**src/rtl/cache_mem_arbiter.sv**
```systemverilog
// cache_mem_arbiter: shares one sram-like memory port between I-cache and D-cache, D-priority with I starvation guard
module cache_mem_arbiter #(
  parameter int MAX_D_STREAK = 4,
  parameter int STREAK_W = 3
) (
  input  logic        clk,
  input  logic        rst,
  input  logic        i_req,
  input  logic        i_wr,
  input  logic [1:0]  i_size,
  input  logic [31:0] i_addr,
  input  logic [31:0] i_wdata,
  output logic [31:0] i_rdata,
  output logic        i_addr_ok,
  output logic        i_data_ok,
  input  logic        d_req,
  input  logic        d_wr,
  input  logic [1:0]  d_size,
  input  logic [31:0] d_addr,
  input  logic [31:0] d_wdata,
  output logic [31:0] d_rdata,
  output logic        d_addr_ok,
  output logic        d_data_ok,
  output logic        m_req,
  output logic        m_wr,
  output logic [1:0]  m_size,
  output logic [31:0] m_addr,
  output logic [31:0] m_wdata,
  input  logic [31:0] m_rdata,
  input  logic        m_addr_ok,
  input  logic        m_data_ok
);
  typedef enum logic [2:0] {IDLE, AR_I, AR_D, DW_I, DW_D} state_t;
  state_t state, state_nxt;
  logic [STREAK_W-1:0] streak;
  logic at_max, force_i, sel_i;
  assign at_max = streak == STREAK_W'(MAX_D_STREAK);
  assign force_i = (MAX_D_STREAK != 0) && at_max;
  // state register, cleared asynchronously so an in-flight transaction is abandoned
  always_ff @(posedge clk or negedge rst)
    if (!rst) state <= IDLE;
    else state <= state_nxt;
  // next state: one outstanding transaction, address phase locked to the granted master
  always_comb begin
    state_nxt = state;
    case (state)
      IDLE: if (i_req | d_req) state_nxt = sel_i ? (m_addr_ok ? DW_I : AR_I) : (m_addr_ok ? DW_D : AR_D);
      AR_I: state_nxt = !i_req ? IDLE : m_addr_ok ? DW_I : AR_I;
      AR_D: state_nxt = !d_req ? IDLE : m_addr_ok ? DW_D : AR_D;
      DW_I, DW_D: state_nxt = m_data_ok ? IDLE : state;
      default: state_nxt = IDLE;
    endcase
  end
  // outputs: grant mux, handshake routing to the granted master only; m_req is forced low during reset
  always_comb begin
    sel_i = (state == AR_I) | (state == DW_I) | ((state == IDLE) & i_req & (~d_req | force_i));
    m_req = rst & ((state == IDLE) ? (i_req | d_req) : (state == AR_I) ? i_req : (state == AR_D) ? d_req : 1'b0);
    m_wr = sel_i ? i_wr : d_wr;
    m_size = sel_i ? i_size : d_size;
    m_addr = sel_i ? i_addr : d_addr;
    m_wdata = sel_i ? i_wdata : d_wdata;
    i_addr_ok = m_addr_ok & m_req & sel_i;
    d_addr_ok = m_addr_ok & m_req & ~sel_i;
    i_data_ok = m_data_ok & (state == DW_I);
    d_data_ok = m_data_ok & (state == DW_D);
    i_rdata = m_rdata;
    d_rdata = m_rdata;
  end
  // streak of D wins over a waiting I; saturates at the limit and clears on any I acceptance
  always_ff @(posedge clk or negedge rst)
    if (!rst) streak <= '0;
    else if (i_addr_ok) streak <= '0;
    else if (d_addr_ok && i_req && !at_max) streak <= streak + 1'b1;
endmodule

```
**config.mk**
```make
export PLATFORM = sky130hd
export DESIGN_NAME = cache_mem_arbiter
export DESIGN_NICKNAME = d
export VERILOG_FILES = /design/src/rtl/cache_mem_arbiter.sv
export SDC_FILE = /design/constraint.sdc
export NUM_CORES = 1
export LEC_CHECK = 0
export CORE_AREA = 2 2 119 121
export CTS_BUF_LIST = sky130_fd_sc_hd__clkbuf_4 sky130_fd_sc_hd__clkbuf_8
export CTS_CLUSTER_DIAMETER = 50
export DETAILED_ROUTE_END_ITERATION = 10
export DIE_AREA = 0 0 121 123
export PLACE_DENSITY = 0.61
export SLEW_MARGIN = 30
export SYNTH_ARGS = -nofsm -noshare
export SYNTH_HDL_FRONTEND = slang
export SYNTH_SLANG_ARGS = --single-unit
```
**constraint.sdc**
```tcl
create_clock -name clk -period 2 [get_ports clk]
set_input_delay 0.5 -clock clk [delete_from_list [all_inputs] [get_ports clk]]
set_output_delay 0.5 -clock clk [all_outputs]
set_load 0.01 [all_outputs]
```
==> results.json <==
{
  "reg2regPathDepth": 9,
  "met1_usage_pct": 12.6,
  "initial_utilization_pct": 12.9,
  "gr-usage-all-layers_pct": 10.7,
  "drtIter0Drc": 52,
  "fmax_mhz": 389,
  "synthToLayoutAreaGrowth_pct": 152,
  "setup_ws_ns": -0.572,
  "synth_compound_area_share_pct": 7.53,
  "dr.pass1.iters": 4,
  "die_w_microns": 121,
  "crit_top_cell": "buf_12",
  "post-route-min-period_ns": 2.57,
  "cp-startpoint": "streak[1]$_DFFE_PN0P_",
  "power_density_nw_per_um2": 865,
  "syn_area_sq_um": 1760,
  "fin_hold_ws_ns": 0.329,
  "rsz0062_at_grt": "yes",
  "drv_slew": 0,
  "clock_latency_ns": 0.22,
  "syn_nets": 369,
  "grt-busiest-layer": "met2",
  "clock_skew_ns": 0.00136,
  "worstSetupPathType": "reg2out",
  "synthTopCellsByArea": "mux2_2, buf_4, dfrtp_1",
  "synth.avg_cell_area_sq_um": 9.07,
  "p_leak_nw": 2.11,
  "crit_path_top_delay_cell": "dfrtp_1",
  "synthCells": 194,
  "grt_max_degree": 10,
  "place_worst_setup_slack_ns": -1.08,
  "yosysMostFrequentCell": "buf_4",
  "wl_mm": 9.29,
  "num_vias": 2120,
  "vias_per_cell": 3.71,
  "ys_types": 34,
  "violations": "negative setup slack",
  "core_area_sq_um": 13600,
  "htree_levels": 1,
  "cts-root-buf": "clkbuf_8",
  "critPathCaptureType": "primary output",
  "drtAntennaViolNets": 0,
  "num-fill-cells": 1389,
  "use_met3_pct": 3.14,
  "diodes": 0,
  "hp-class": "in2async",
  "crit_path_max_incr_delay_ns": 0.35,
  "synth_edf_count": 0,
  "r2r-start": "streak[1]$_DFFE_PN0P_",
  "synth_ff_type": "dfrtp_1",
  "async_flop_share_pct": 100,
  "slew_headroom_pct": 75.8,
  "synth_top_area_share_pct": 38.4,
  "cp-start-kind": "flip-flop",
  "drive_gt1_share_pct": 51.9,
  "r2r_slack_ns": 0.10,
  "die_h_microns": 123,
  "ys_seq_area_share_pct": 8.53,
  "synthMuxAreaShare_pct": 43.4,
  "dieArea_sq_um": 14900,
  "min_period_over_period_pct": 129,
  "required_ns": 1.50,
  "gp_congestion": 0.770,
  "synth-adder-area-share_pct": 2.13,
  "antenna_found_initial": 0,
  "final_nets": 568,
  "drc": 0,
  "r2r_end": "state[2]$_DFFE_PN0P_",
  "path_max_fanout": 7,
  "yosysWarnings": 0,
  "synthXorXnorAreaFrac_pct": 0,
  "worstPathCellList": "inv_2, ha_4, and2_4, o221ai_4, buf_12, buf_8, buf_12, buf_12, mux2_4, buf_6",
  "synth_seq_cells": 6,
  "port_buffers": 211,
  "cts.path.max_buffers": 2,
  "final-hold-violation-count": 0,
  "worst_slew_pin_slew_ns": 0.358,
  "grt_pass1_wl_mm": 12.3,
  "cts_tree": "built",
  "num_rows": 43,
  "critPathArrivalTime_ns": 2.07,
  "grt_pass1_vias": 2141,
  "pin_count": 308,
  "yosys.area.top_type": "mux2_2",
  "cap_violations": 0,
  "met2_usage_pct": 19.5,
  "finalSetupViolCount": 69,
  "dp_hpwl_mm": 7.35,
  "peakVddDrop_mv": 0.477,
  "synth_top_family_by_area": "multiplexers",
  "status": "finished with violations",
  "overflow": 0,
  "clkTransAtPathRegs_ns": 0.04,
  "wl_per_cell_microns": 16.3,
  "clock_sinks": 6,
  "cts_made_buffers": 3,
  "synth_common_cells": "buf_4, mux2_2, buf_2, inv_1, mux2_1",
  "yosys.area_share.simple_pct": 6.82
}
-- final cells by class --
type                       count  area, sq um  area share, %
tap                          180          225           5.08
inverter                       8         30.0          0.678
clock buffer                   3         41.3          0.932
timing repair buffer         267         2630           59.3
multi-input combinational    107         1360           30.7
sequential                     6          150           3.39
-- worst max-delay path, delay by kind of cell, from the launching register on --
| family | cells | cell delay, ns |
|---|---|---|
| compound gates | 1 | 0.22 |
| fa+ha+maj | 1 | 0.15 |
| buf+inv | 6 | 0.69 |
| flops | 1 | 0.35 |
| mux | 1 | 0.31 |
| simple gates | 1 | 0.14 |
-- worst max-delay path by stage --
stage	end	depth (start not counted)	slack [ns]
floorplan	m_addr[10]	6	-0.05
global placement	m_addr[19]	7	-1.06
detailed placement	m_addr[19]	7	-1.08
CTS	m_addr[24]	10	-0.60
global route	m_wdata[22]	10	-0.66
finish	m_addr[24]	10	-0.57
-- layer usage --
| metal | up-vias | routed length (microns) |
|---|---|---|
| met5 | - | 0 |
| met4 | 0 | 97 |
| met3 | 17 | 951 |
| met2 | 138 | 4820 |
| met1 | 948 | 3420 |
| li1 | 1017 | - |
-- where the power goes --
group | switching [W] | internal (W)
registers | 0.0000277 | 0.000166
logic | 0.00124 | 0.00222
clock network | 0.0000517 | 0.000129
-- registers in the layout (all words and copies together) (netlist names) --
signal	flops
state	3
streak	3
-- stage by stage --
step,power [W],setup TNS (ns),utilization [%],cells,instance area [sq um]
detailed placement,0.00312,-70.59,30.2,539,4110
global route,0.00407,-38.56,32.6,571,4430
global placement,0.00307,-69.64,30.2,539,4110
CTS,0.00378,-34.63,32.0,568,4360
finish,0.00383,-31.98,32.6,571,4430
floorplan,0.00185,-3.45,-,194,2080
-- repair_timing --
item	CTS	global route
pin swaps	5	1
buffers inserted	23	5
gates resized for setup	334	22
endpoints found under the setup margin	74	71
hold buffers	0	0
gates cloned	4	0
-- logic make-up after synthesis --
kind of cell | count (synthesis)
buffers and inverters | 81
multiplexers | 68
AND/OR/NAND/NOR | 19
AO/OA/AOI/OAI | 17
flip-flops | 6
adder cells (fa/ha/maj) | 3
-- cell usage in the layout, fill, tap and decap left out, types with 3 or more instances in the layout --
cell and count:
buf_12 5, nand3_1 3, mux2_4 67, a21oi_1 4, clkbuf_8 3, dlygate4sd2_1 4, clkdlybuf4s50_1 135, inv_1 6
buf_16 4, buf_6 49, dfrtp_1 6, buf_2 29, buf_4 33, clkdlybuf4s15_1 5
Power figures use the tool's default switching activity.
